### src/rtl/data_mem_arbiter_if.sv
// rtl/data_mem_arbiter_if.sv - requester and byte-memory bus bundle for data_mem_arbiter
interface data_mem_arbiter_if #(
  parameter int ADDR_WIDTH = 32,
  parameter int MEM_DW     = 8
);
  logic                    req0;
  logic                    req1;
  logic                    we0;
  logic                    we1;
  logic [ADDR_WIDTH-1:0]   addr0;
  logic [ADDR_WIDTH-1:0]   addr1;
  logic [4*MEM_DW-1:0]     wdata0;
  logic [4*MEM_DW-1:0]     wdata1;
  logic                    done0;
  logic                    done1;
  logic                    err0;
  logic                    err1;
  logic [4*MEM_DW-1:0]     rdata;
  logic                    busy;
  logic                    mem_write;
  logic [ADDR_WIDTH-1:0]   mem_addr;
  logic [MEM_DW-1:0]       mem_wdata;
  logic [MEM_DW-1:0]       mem_rdata;

  modport slave (
    input  req0, req1, we0, we1, addr0, addr1, wdata0, wdata1, mem_rdata,
    output done0, done1, err0, err1, rdata, busy, mem_write, mem_addr, mem_wdata
  );

  modport master (
    output req0, req1, we0, we1, addr0, addr1, wdata0, wdata1, mem_rdata,
    input  done0, done1, err0, err1, rdata, busy, mem_write, mem_addr, mem_wdata
  );
endinterface

### src/rtl/data_mem_arbiter.sv
// rtl/data_mem_arbiter.sv - round-robin word access for two requesters over a byte-wide memory; ARB_ALIGN_CHECK_EN enables misalignment reject
module data_mem_arbiter #(
  parameter int ADDR_WIDTH = 32,
  parameter int MEM_DW     = 8
) (
  input logic               clk,
  input logic               rst,
  data_mem_arbiter_if.slave bus
);
  localparam int WORD_W = 4 * MEM_DW;

  typedef enum logic [1:0] {IDLE, XFER, DONE} stateT;

  stateT                 state;
  stateT                 stateNext;
  logic [1:0]            k;
  logic                  weLat;
  logic [ADDR_WIDTH-1:0] addrLat;
  logic [WORD_W-1:0]     wdataLat;
  logic [WORD_W-1:0]     rdataReg;
  logic                  grantIdx;
  logic                  lastGrant;
  logic                  anyReq;
  logic                  winner;
  logic [ADDR_WIDTH-1:0] winAddr;
  logic                  misaligned;
  logic                  errFlag;
  logic [MEM_DW-1:0]     laneW;

  assign anyReq  = bus.req0 | bus.req1;
  // With both asking, the requester that did not win last time gets the grant
  assign winner  = (bus.req0 && bus.req1) ? ~lastGrant : bus.req1;
  assign winAddr = winner ? bus.addr1 : bus.addr0;
  assign bus.rdata = rdataReg;

`ifdef ARB_ALIGN_CHECK_EN
  assign misaligned = (winAddr[1:0] != 2'b00);

  // Remember whether the current grant was rejected for misalignment
  always_ff @(posedge clk or posedge rst) begin
    if (rst) begin
      errFlag <= 1'b0;
    end else if (state == IDLE && anyReq) begin
      errFlag <= misaligned;
    end
  end
`else
  assign misaligned = 1'b0;
  assign errFlag    = 1'b0;
`endif

  // Select the little-endian store byte for the current beat
  always_comb begin
    laneW = '0;
    for (int i = 0; i < 4; i++) begin
      if (k == 2'(i)) laneW = wdataLat[i*MEM_DW +: MEM_DW];
    end
  end

  // State register
  always_ff @(posedge clk or posedge rst) begin
    if (rst) state <= IDLE;
    else     state <= stateNext;
  end

  // Next state and bus outputs; everything idles at zero outside its own state
  always_comb begin
    stateNext     = state;
    bus.busy      = 1'b0;
    bus.mem_write = 1'b0;
    bus.mem_addr  = '0;
    bus.mem_wdata = '0;
    bus.done0     = 1'b0;
    bus.done1     = 1'b0;
    bus.err0      = 1'b0;
    bus.err1      = 1'b0;
    case (state)
      IDLE: begin
        if (anyReq) stateNext = misaligned ? DONE : XFER;
      end
      XFER: begin
        bus.busy     = 1'b1;
        bus.mem_addr = addrLat + ADDR_WIDTH'(k);
        if (weLat) begin
          bus.mem_write = 1'b1;
          bus.mem_wdata = laneW;
        end
        if (k == 2'd3) stateNext = DONE;
      end
      DONE: begin
        bus.busy  = 1'b1;
        stateNext = IDLE;
        if (errFlag) begin
          bus.err0 = ~grantIdx;
          bus.err1 = grantIdx;
        end else begin
          bus.done0 = ~grantIdx;
          bus.done1 = grantIdx;
        end
      end
      default: stateNext = IDLE;
    endcase
  end

  // Latch the winning request, step the beat counter and gather load bytes
  always_ff @(posedge clk or posedge rst) begin
    if (rst) begin
      k         <= '0;
      weLat     <= 1'b0;
      addrLat   <= '0;
      wdataLat  <= '0;
      rdataReg  <= '0;
      grantIdx  <= 1'b0;
      lastGrant <= 1'b1;
    end else begin
      case (state)
        IDLE: begin
          if (anyReq) begin
            weLat     <= winner ? bus.we1 : bus.we0;
            addrLat   <= winAddr;
            wdataLat  <= winner ? bus.wdata1 : bus.wdata0;
            grantIdx  <= winner;
            lastGrant <= winner;
            k         <= '0;
          end
        end
        XFER: begin
          k <= k + 2'd1;
          if (!weLat) begin
            for (int i = 0; i < 4; i++) begin
              if (k == 2'(i)) rdataReg[i*MEM_DW +: MEM_DW] <= bus.mem_rdata;
            end
          end
        end
        default: begin
        end
      endcase
    end
  end
endmodule

### src/flat_wrapper.sv
// flat-port wrapper written by rule: the top's interface ports become plain ports
module data_mem_arbiter_flat 
#(
  parameter int ADDR_WIDTH = 32,
  parameter int MEM_DW     = 8
)
  (clk, rst, bus_req0, bus_req1, bus_we0, bus_we1, bus_addr0, bus_addr1, bus_wdata0, bus_wdata1, bus_mem_rdata, bus_done0, bus_done1, bus_err0, bus_err1, bus_rdata, bus_busy, bus_mem_write, bus_mem_addr, bus_mem_wdata);
  data_mem_arbiter_if #(.ADDR_WIDTH(ADDR_WIDTH), .MEM_DW(MEM_DW)) bus_i ();
  input logic clk;
  input logic rst;
  input wire logic [$bits(bus_i.req0)-1:0] bus_req0;
  input wire logic [$bits(bus_i.req1)-1:0] bus_req1;
  input wire logic [$bits(bus_i.we0)-1:0] bus_we0;
  input wire logic [$bits(bus_i.we1)-1:0] bus_we1;
  input wire logic [$bits(bus_i.addr0)-1:0] bus_addr0;
  input wire logic [$bits(bus_i.addr1)-1:0] bus_addr1;
  input wire logic [$bits(bus_i.wdata0)-1:0] bus_wdata0;
  input wire logic [$bits(bus_i.wdata1)-1:0] bus_wdata1;
  input wire logic [$bits(bus_i.mem_rdata)-1:0] bus_mem_rdata;
  output wire logic [$bits(bus_i.done0)-1:0] bus_done0;
  output wire logic [$bits(bus_i.done1)-1:0] bus_done1;
  output wire logic [$bits(bus_i.err0)-1:0] bus_err0;
  output wire logic [$bits(bus_i.err1)-1:0] bus_err1;
  output wire logic [$bits(bus_i.rdata)-1:0] bus_rdata;
  output wire logic [$bits(bus_i.busy)-1:0] bus_busy;
  output wire logic [$bits(bus_i.mem_write)-1:0] bus_mem_write;
  output wire logic [$bits(bus_i.mem_addr)-1:0] bus_mem_addr;
  output wire logic [$bits(bus_i.mem_wdata)-1:0] bus_mem_wdata;
  assign bus_i.req0 = bus_req0;
  assign bus_i.req1 = bus_req1;
  assign bus_i.we0 = bus_we0;
  assign bus_i.we1 = bus_we1;
  assign bus_i.addr0 = bus_addr0;
  assign bus_i.addr1 = bus_addr1;
  assign bus_i.wdata0 = bus_wdata0;
  assign bus_i.wdata1 = bus_wdata1;
  assign bus_i.mem_rdata = bus_mem_rdata;
  assign bus_done0 = bus_i.done0;
  assign bus_done1 = bus_i.done1;
  assign bus_err0 = bus_i.err0;
  assign bus_err1 = bus_i.err1;
  assign bus_rdata = bus_i.rdata;
  assign bus_busy = bus_i.busy;
  assign bus_mem_write = bus_i.mem_write;
  assign bus_mem_addr = bus_i.mem_addr;
  assign bus_mem_wdata = bus_i.mem_wdata;
  data_mem_arbiter #(.ADDR_WIDTH(ADDR_WIDTH), .MEM_DW(MEM_DW)) u_core (.clk(clk), .rst(rst), .bus(bus_i));
endmodule
### config.mk
export PLATFORM = sky130hd
export DESIGN_NAME = data_mem_arbiter_flat
export DESIGN_NICKNAME = d
export VERILOG_FILES = /design/src/rtl/data_mem_arbiter_if.sv /design/src/rtl/data_mem_arbiter.sv /design/src/flat_wrapper.sv
export SDC_FILE = /design/constraint.sdc
export NUM_CORES = 1
export LEC_CHECK = 0
export CAP_MARGIN = 25
export CORE_ASPECT_RATIO = 0.7
export CORE_MARGIN = 2
export CORE_UTILIZATION = 40
export DETAILED_ROUTE_END_ITERATION = 7
export DONT_BUFFER_PORTS = 1
export PLACE_DENSITY_LB_ADDON = 0.1
export SYNTH_ARGS = -nofsm -noshare
export SYNTH_HDL_FRONTEND = slang
export SYNTH_SLANG_ARGS = --single-unit
### constraint.sdc
create_clock -name clk -period 5.33 [get_ports clk]
set_input_delay 1.599 -clock clk [delete_from_list [all_inputs] [get_ports clk]]
set_output_delay 1.599 -clock clk [all_outputs]
set_load 0.03 [all_outputs]
# --- Word level (Yosys, flattened, before mapping) ---
# Cells that the tools add are included.
word_totals:
  register_bits: 103
  inputBits: 142
  output_inout_bits: 78
  elab_cells: 57
classes:
  addsub: 2
  n_eq_ne: 7
  n_mux: 21
  bitwise: 4
  reduce_logical: 12
op_table:
  columns: ["cell", "count"]
  rows:
  - ["2-to-1 mux 32 bit", 3]
  - ["2-to-1 mux 8 bit", 6]
  - ["adder 32 x 2 -> 32 bit", 1]
  - ["AND reduction 3 bit", 4]
  - ["case mux 2 bit (2 select lines)", 2]
  - ["2-to-1 mux 1 bit", 7]
  - ["== test 2 bit (second input constant)", 3]
  - ["2-to-1 mux 2 bit", 3]
  - ["AND reduction 2 bit", 3]
  - ["== test 2 x 1 -> 1 bit (second input constant)", 2]
  - ["logical NOT 2 bit", 2]
  - ["!= test 2 x 1 -> 1 bit (second input constant)", 2]
  - ["NOT 1 bit", 3]
  - ["adder 2 x 1 -> 2 bit (second input constant)", 1]
  - ["nonzero test 2 bit", 1]
  - ["OR reduction 2 bit", 1]
  - ["logical AND 1 bit", 1]
  - ["OR 1 bit", 1]

# --- Depth between registers and ports, before layout ---
# Gate-level depths: netlist of the first run.
logic_depth:
  ltp_word: 7
  mapped_depth: 8
  ltp_nobuf: 6

# --- Worst setup path before layout of the first run ---
# Ideal clock, no wire load.
synth_timing:
  path_kind: "register to output"
  start: "register u_core.k[0]"
  end: "output port bus_mem_addr[24]"
  arrival_time_ps: 2449
  required_ps: 3731
  slack_ps: 1282
  path_stages_with_launch: 8
  n_path_buf: 1
  cell_sequence: "dfrtp_1 -> ha_1 -> fa_1 -> nand4_1 -> or2_2 -> clkbuf_1 -> or4_1 -> a21oi_1"
synth_via:
  elab_chain_cells: 2
synth_lines:
  columns: ["element", "line_no", "rtl"]
  rows:
  - ["from (decl)", "data_mem_arbiter.sv:16", "logic [1:0] k;"]
  - ["from (signal assigned)", "data_mem_arbiter.sv:128", "k <= k + 2'd1;"]
  - ["adder 32 x 2 -> 32 bit", "data_mem_arbiter.sv:83", "bus.mem_addr = addrLat + ADDR_WIDTH'(k);"]
  - ["2-to-1 mux 32 bit", "data_mem_arbiter.sv:77", "case (state)"]
  - ["to (decl)", "flat_wrapper.sv:27", "output wire logic [$bits(bus_i.mem_addr)-1:0] bus_mem_addr;"]
# No other way between the ends.

# --- Final worst setup path of the first run ---
layout_timing:
  start: "register u_core.k[0]"
  end: "output port bus_mem_addr[16]"
# Same word-level chain as after synthesis.

==> results.toml, run 1 <==
[pwr]
peakVddDrop_v = 0.0001975
pwr-share-clk = 0.162
switchingPower_mw = 1.955
intPower_mw = 2.060
swShare = 0.4870
power_frac_comb = 0.397
p_leak_nw = 2.526
p_seq_frac = 0.441
p_per_area_nw_per_um2 = 656.5

[die]
start_util = 0.4084
die_h_um = 103.7
rows = 36
core_sq_um = 13920
dieArea_sq_um = 15200
pin_count = 220
die_x_um = 146.5

[placed_design]
placed_cell_area_sq_um = 5826
place_congestion = 0.8045
dp_hpwl_um = 10240
portBuffers = 0

[synth]
synth_edf_count = 0
synthTopCellsByCount = "dfrtp_1, nand2_1, o21ai_0"
synth_cell_types = 47
syn_avg_cell_area_sq_um = 9.733
yosysTopAreaCellShare = 0.4490
dominantRegCellSynth = "dfrtp_1"
syn-instance-count = 584
yosysTopAreaCell = "dfrtp_1"
synthMostInstantiatedCell = "dfrtp_1"
yosysWarnings = 0
ys_ff_latch = 103
synth_seq_area_share = 0.4537
syn-cell-area_sq_um = 5684
synth.area.top_cells = "dfrtp_1, mux2i_1, o21ai_0"
async_reset_ff_frac = 1.000

[finish]
area_growth_pct = 7.594
design_area_sq_um = 6116
drive_gt1_frac = 0.1060
num_antenna_cells = 0
nFillCells = 1335
fin_nets = 713

[detailed_routing]
post_drt_wl_per_cell_um = 18.32
drc = 0
via_per_inst = 5.484
num_vias = 4146
ant_nets = 0
drt-initial-drc-count = 178
routed_wirelength_um = 13850
dr.pass1.iters = 4

[sta]
final.setup_skew_ns = 0.007625
finalSetupTns_ns = 0
hold_viol_final = 0
grt_setup_unrepaired = "no"
tightest_slew_ns = 0.9813
fin_crit_sh = 0.8718
setup_violations = 0
drv_slew = 0
slew_headroom = 0.3451
min_period_ns = 4.647
max_clock_freq_mhz = 215.2

[clock_tree]
post_cts_resized = 0
cts_tree = "done"
insertion_delay_ns = 0.35
clock-sinks = 103
cts_buffers = 9
cts-hold-fix-buffers = 0
path_clk_slew_ns = 0.08
h-tree-depth = 3
cts_setup_buffers = 0
cts-root-buf = "clkbuf_16"
cts_max_path_buffers = 2

[setup_path]
r2r_cells = 6
path_class = "flip-flop to output pin"
path_cells = "ha_1 -> fa_1 -> nand4_1 -> or4b_1 -> or3_1 -> a21oi_1"
slowest_stage = "or4b_1"
crit_path_start_kind = "flip-flop"
worstPathRequired_ns = 3.73
cp_data_arrival_time_ns = 3.05
worstSetupEndpointType = "output pin"
crit_path_max_incr_delay_ns = 0.72
critPathTopFamily = "simple AND/OR/NAND/NOR gates"
crit_buf_inv = 0
crit_fanout = 7
crit_cells = 6

[run_status]
run_status = "finished, final reports clean"

[min_path]
hold-path-cell-count = 2
hold_path.class = "flip-flop to flip-flop"

[global_routing]
grt_max_degree = 94
antenna_found_initial = 0
overflow = 0
track_usage = 0.1818
grt_pass1_vias = 3936
grt_pass1_wl_um = 21810

[run]
cap_viol_max_count = 0
==> flip-flops by register name, indices dropped and copies added (netlist names) <==
signal            cells
u_core.addrLat       32
u_core.bus.rdata     32
u_core.grantIdx       1
u_core.k              2
u_core.lastGrant      1
u_core.state          2
u_core.wdataLat      32
u_core.weLat          1
==> logic make-up after synthesis <==
| family | Yosys count | share of synthesized area |
|---|---|---|
| simple gates | 163 | 0.1400 |
| compound gates | 137 | 0.1387 |
| flops | 103 | 0.4537 |
| mux | 100 | 0.1831 |
| buf+inv | 58 | 0.04204 |
| xor+xnor | 12 | 0.01849 |
| fa+ha+maj | 10 | 0.02333 |
| other cells | 1 | 0.0006597 |
==> stage by stage <==
stage / cells / hold slack, ns / power (mW) / utilization / setup WS, ns
floorplan: 585 / 0.4423 / 3.015 / - / 1.029
global placement: 740 / 0.4627 / 3.357 / 0.4186 / 1.085
detailed placement: 740 / 0.4708 / 3.404 / 0.4186 / 1.040
CTS: 756 / 0.4884 / 4.065 / 0.4394 / 0.6628
global route: 756 / 0.5105 / 4.312 / 0.4394 / 0.5224
finish: 756 / 0.4817 / 4.015 / 0.4394 / 0.6834
==> placed cells by master (no fill, tap or decap), types with 2 or more instances in the layout <==
cell type	synthesis	final
nand3_1	7	7
inv_1	19	18
a221oi_1	5	5
ha_1	9	9
nor4_1	3	3
or4_1	12	12
a211o_1	8	8
a21oi_1	30	30
a211oi_1	3	3
xnor2_1	9	9
nand2_1	89	89
clkinvlp_4	0	3
mux2_2	32	32
o31ai_1	12	12
or3_1	7	7
and3b_1	3	3
nand3_2	2	2
and2_1	3	3
conb_1	1	2
mux2i_1	68	68
dfrtp_1	102	102
nor2b_1	3	3
and3_1	4	4
nand2b_1	2	2
nand4_1	5	5
clkbuf_16	0	9
inv_8	0	3
buf_4	2	3
xor2_1	3	3
o21ai_0	73	72
nor3_1	2	2
nor2_1	15	15
==> worst paths after layout <==
| path | startpoint | end | slack (ns) |
|---|---|---|---|
| worst min register to register | u_core.wdataLat[21] | u_core.wdataLat[21] | 0.48 |
| worst min-delay path | u_core.wdataLat[21] | u_core.wdataLat[21] | 0.48 |
| min in group asynchronous | rst | u_core.bus.rdata[4] | 1.33 |
| max in group asynchronous | rst | u_core.lastGrant | 2.98 |
| worst max register to register | u_core.state[1] | u_core.bus.rdata[21] | 2.57 |
| worst max-delay path | u_core.k[0] | bus_mem_addr[16] | 0.68 |
==> worst min-delay path, stage by stage (launching register included) <==
cell and delay, ns:
dfrtp_1 0.34, nand2_1 0.05, o21ai_0 0.06
==> per-layer routing <==
| metal | vias to the layer above | wire length, um | global-route usage |
|---|---|---|---|
| li1 | 2027 | - | - |
| met1 | 1968 | 6698 | 0.2645 |
| met2 | 147 | 6105 | 0.2695 |
| met3 | 4 | 969 | 0.05330 |
| met4 | 0 | 76 | 0.03745 |
| met5 | - | 0 | 0 |
==> power by group through the flow <==
| stage | Clock (mW) | Sequential, mW | Combinational (mW) |
|---|---|---|---|
| CTS | 0.673 | 1.77 | 1.62 |
| floorplan | 0 | 1.67 | 1.34 |
| global route | 0.702 | 1.83 | 1.78 |
| detailed placement | 0 | 1.79 | 1.62 |
| global placement | 0 | 1.77 | 1.59 |
| finish | 0.650 | 1.77 | 1.60 |
==> final cells by class <==
class	count	area (sq um)	area share
Tap cell	190	237.7	0.03887
Clock inverter	7	65.06	0.01064
Inverter	19	73.82	0.01207
Timing Repair Buffer	4	42.54	0.006956
Sequential cell	103	2579	0.4216
Multi-Input combinational cell	424	2893	0.4730
Clock buffer	9	225.2	0.03682
(Power assumes the default switching activity.)
==> run 2, diff against run 1 <==
--- a/config.mk
+++ b/config.mk
@@ -12,6 +12,7 @@
 export DETAILED_ROUTE_END_ITERATION = 7
 export DONT_BUFFER_PORTS = 1
 export PLACE_DENSITY_LB_ADDON = 0.1
+export RECOVER_POWER = 25
 export SYNTH_ARGS = -nofsm -noshare
 export SYNTH_HDL_FRONTEND = slang
 export SYNTH_SLANG_ARGS = --single-unit
==> constraint.sdc (replaced) <==
create_clock -name clk -period 5.33 [get_ports clk]
set_input_delay 1.599 -clock clk [delete_from_list [all_inputs] [get_ports clk]]
set_output_delay 1.599 -clock clk [all_outputs]
set_load 0.02 [all_outputs]
==> run 2 against run 1 <==
The run now ends with max-capacitance violations, max-slew violations left. First-iteration DRC count decreased by 7.3%. Final cell count unchanged. Register-to-register slack about the same. Combinational power decreased by 7%. Sequential share of layout area about the same. Clock skew about the same. Critical endpoint unchanged. Largest cell class unchanged.
==> results.toml, run 2 (synthesis results as in run 1) <==
[sta]
max_clock_freq_mhz = 221.1
min_period_ns = 4.522
tightest_slew_ns = 3.051
timing.hold.ws_ns = 0.4862
setup_violations = 0
hold_viol_final = 0
fin_crit_sh = 0.8484
finalSetupTns_ns = 0
final.setup_skew_ns = 0.007696
drv_slew = 71
slew_headroom = -1.045
fin_ws_ns = 0.8080
grt_setup_unrepaired = "no"

[setup_path]
critPathTopFamily = "simple AND/OR/NAND/NOR gates"
crit_path_start_kind = "flip-flop"
r2r_start = "u_core.state[1]"
worstSetupEndpointType = "output pin"
crit_buf_inv = 0
cp_data_arrival_time_ns = 2.92
worstPathRequired_ns = 3.73
r2r_slack_ns = 2.56
crit_path_max_incr_delay_ns = 0.71
slowest_stage = "or4b_1"
r2r_cells = 6
r2r-end = "u_core.bus.rdata[14]"
path_cells = "ha_1 -> fa_1 -> nand4_1 -> or4b_1 -> or3_1 -> a21oi_1"
path_class = "flip-flop to output pin"
crit_fanout = 7

[placed_design]
place_ws_ns = 1.197
dp_hpwl_um = 10240
placed_cell_area_sq_um = 5826
portBuffers = 0
place_congestion = 0.8075

[run_status]
violations = "max-capacitance violations, max-slew violations"
run_status = "complete, but fails checks"

[detailed_routing]
via_per_inst = 5.499
post_drt_wl_per_cell_um = 18.23
drt-initial-drc-count = 165
met2WireLength_um = 6190
wl_met3_um = 846
dr.pass1.iters = 5
drt-met1-wl_um = 6650
drc = 0
num_vias = 4157
top_layer = "met4"
routed_wirelength_um = 13780
ant_nets = 0

[finish]
area_growth_pct = 7.572
design_area_sq_um = 6115
final_common_cell = "dfrtp_1"
drive_gt1_frac = 0.1060
fin_nets = 713
mostFrequentLayoutCells = "dfrtp_1, nand2_1, o21ai_0"
num_antenna_cells = 0
post-route-util = 0.4393

[die]
die_h_um = 103.7
die_x_um = 146.5
rows = 36
start_util = 0.4084
pin_count = 220
core_sq_um = 13920
dieArea_sq_um = 15200

[global_routing]
overflow = 0
grt_pass1_wl_um = 21710
grt_pass1_vias = 3979
grt_max_degree = 94
track_usage = 0.1810
antenna_found_initial = 0

[pwr]
p_per_area_nw_per_um2 = 623.6
peakVddDrop_v = 0.0001929
p_leak_nw = 2.522

[min_path]
hp-start = "u_core.wdataLat[24]"
hold-path-cell-count = 2
hold_path_end = "u_core.wdataLat[24]"
hold_path.class = "flip-flop to flip-flop"

[clock_tree]
cts-hold-fix-buffers = 0
cts-root-buf = "clkbuf_16"
post_cts_resized = 0
path_clk_slew_ns = 0.08
cts_setup_buffers = 0
insertion_delay_ns = 0.34
clock-sinks = 103
cts_buffers = 9
cts_tree = "done"
cts_max_path_buffers = 2
h-tree-depth = 3

[run]
cap_viol_max_count = 1
==> run 2: changes by cell type in the layout (fill, tap and decap cells not counted) <==
cell	before	now
clkinvlp_2	0	1
inv_4	1	0
==> run 2: tightest hold or removal path: cells and delay by family (launching register included) <==
| family | cells | cell delay, ns |
|---|---|---|
| compound gates | 1 | 0.06 |
| flops | 1 | 0.34 |
| simple gates | 1 | 0.05 |
==> run 2: final cells by class <==
type	instances	area, sq um
fill	1351	7804
timing repair buffer	4	42.54
multi-input combinational	424	2893
clock buffer	9	225.2
tap	190	237.7
inverter	19	72.57
clock inverter	7	65.06
sequential	103	2579
==> run 2: routing by layer <==
metal,global-route usage,vias up
met2,0.2756,128
met5,0,-
met3,0.05110,8
li1,-,2023
met1,0.2568,1998
met4,0.04161,0
==> run 2: worst max path at each step <==
stage / start / endpoint / slack [ns] / cells past startpoint
2_1_floorplan: rst / u_core.addrLat[0] / 1.03 / 1
3_5_place_dp: u_core.k[0] / bus_mem_addr[16] / 1.20 / 6
5_1_grt: u_core.k[0] / bus_mem_addr[18] / 0.69 / 6
4_1_cts: u_core.k[0] / bus_mem_addr[16] / 0.81 / 6
3_3_place_gp: u_core.k[0] / bus_mem_addr[20] / 1.23 / 6
6_report: u_core.k[0] / bus_mem_addr[16] / 0.81 / 6
==> run 2: metrics by stage <==
| step | power (mW) | instances |
|---|---|---|
| final | 3.813 | 756 |
| after global routing | 4.104 | 756 |
| after CTS | 3.866 | 756 |
| after detailed placement | 3.204 | 740 |
| after global placement | 3.155 | 740 |
| after floorplan | 2.813 | 585 |
==> run 2: where the power goes <==
group / switching [mW] / internal, mW
clock network: 0.322 / 0.328
logic: 0.928 / 0.558
registers: 0.500 / 1.18
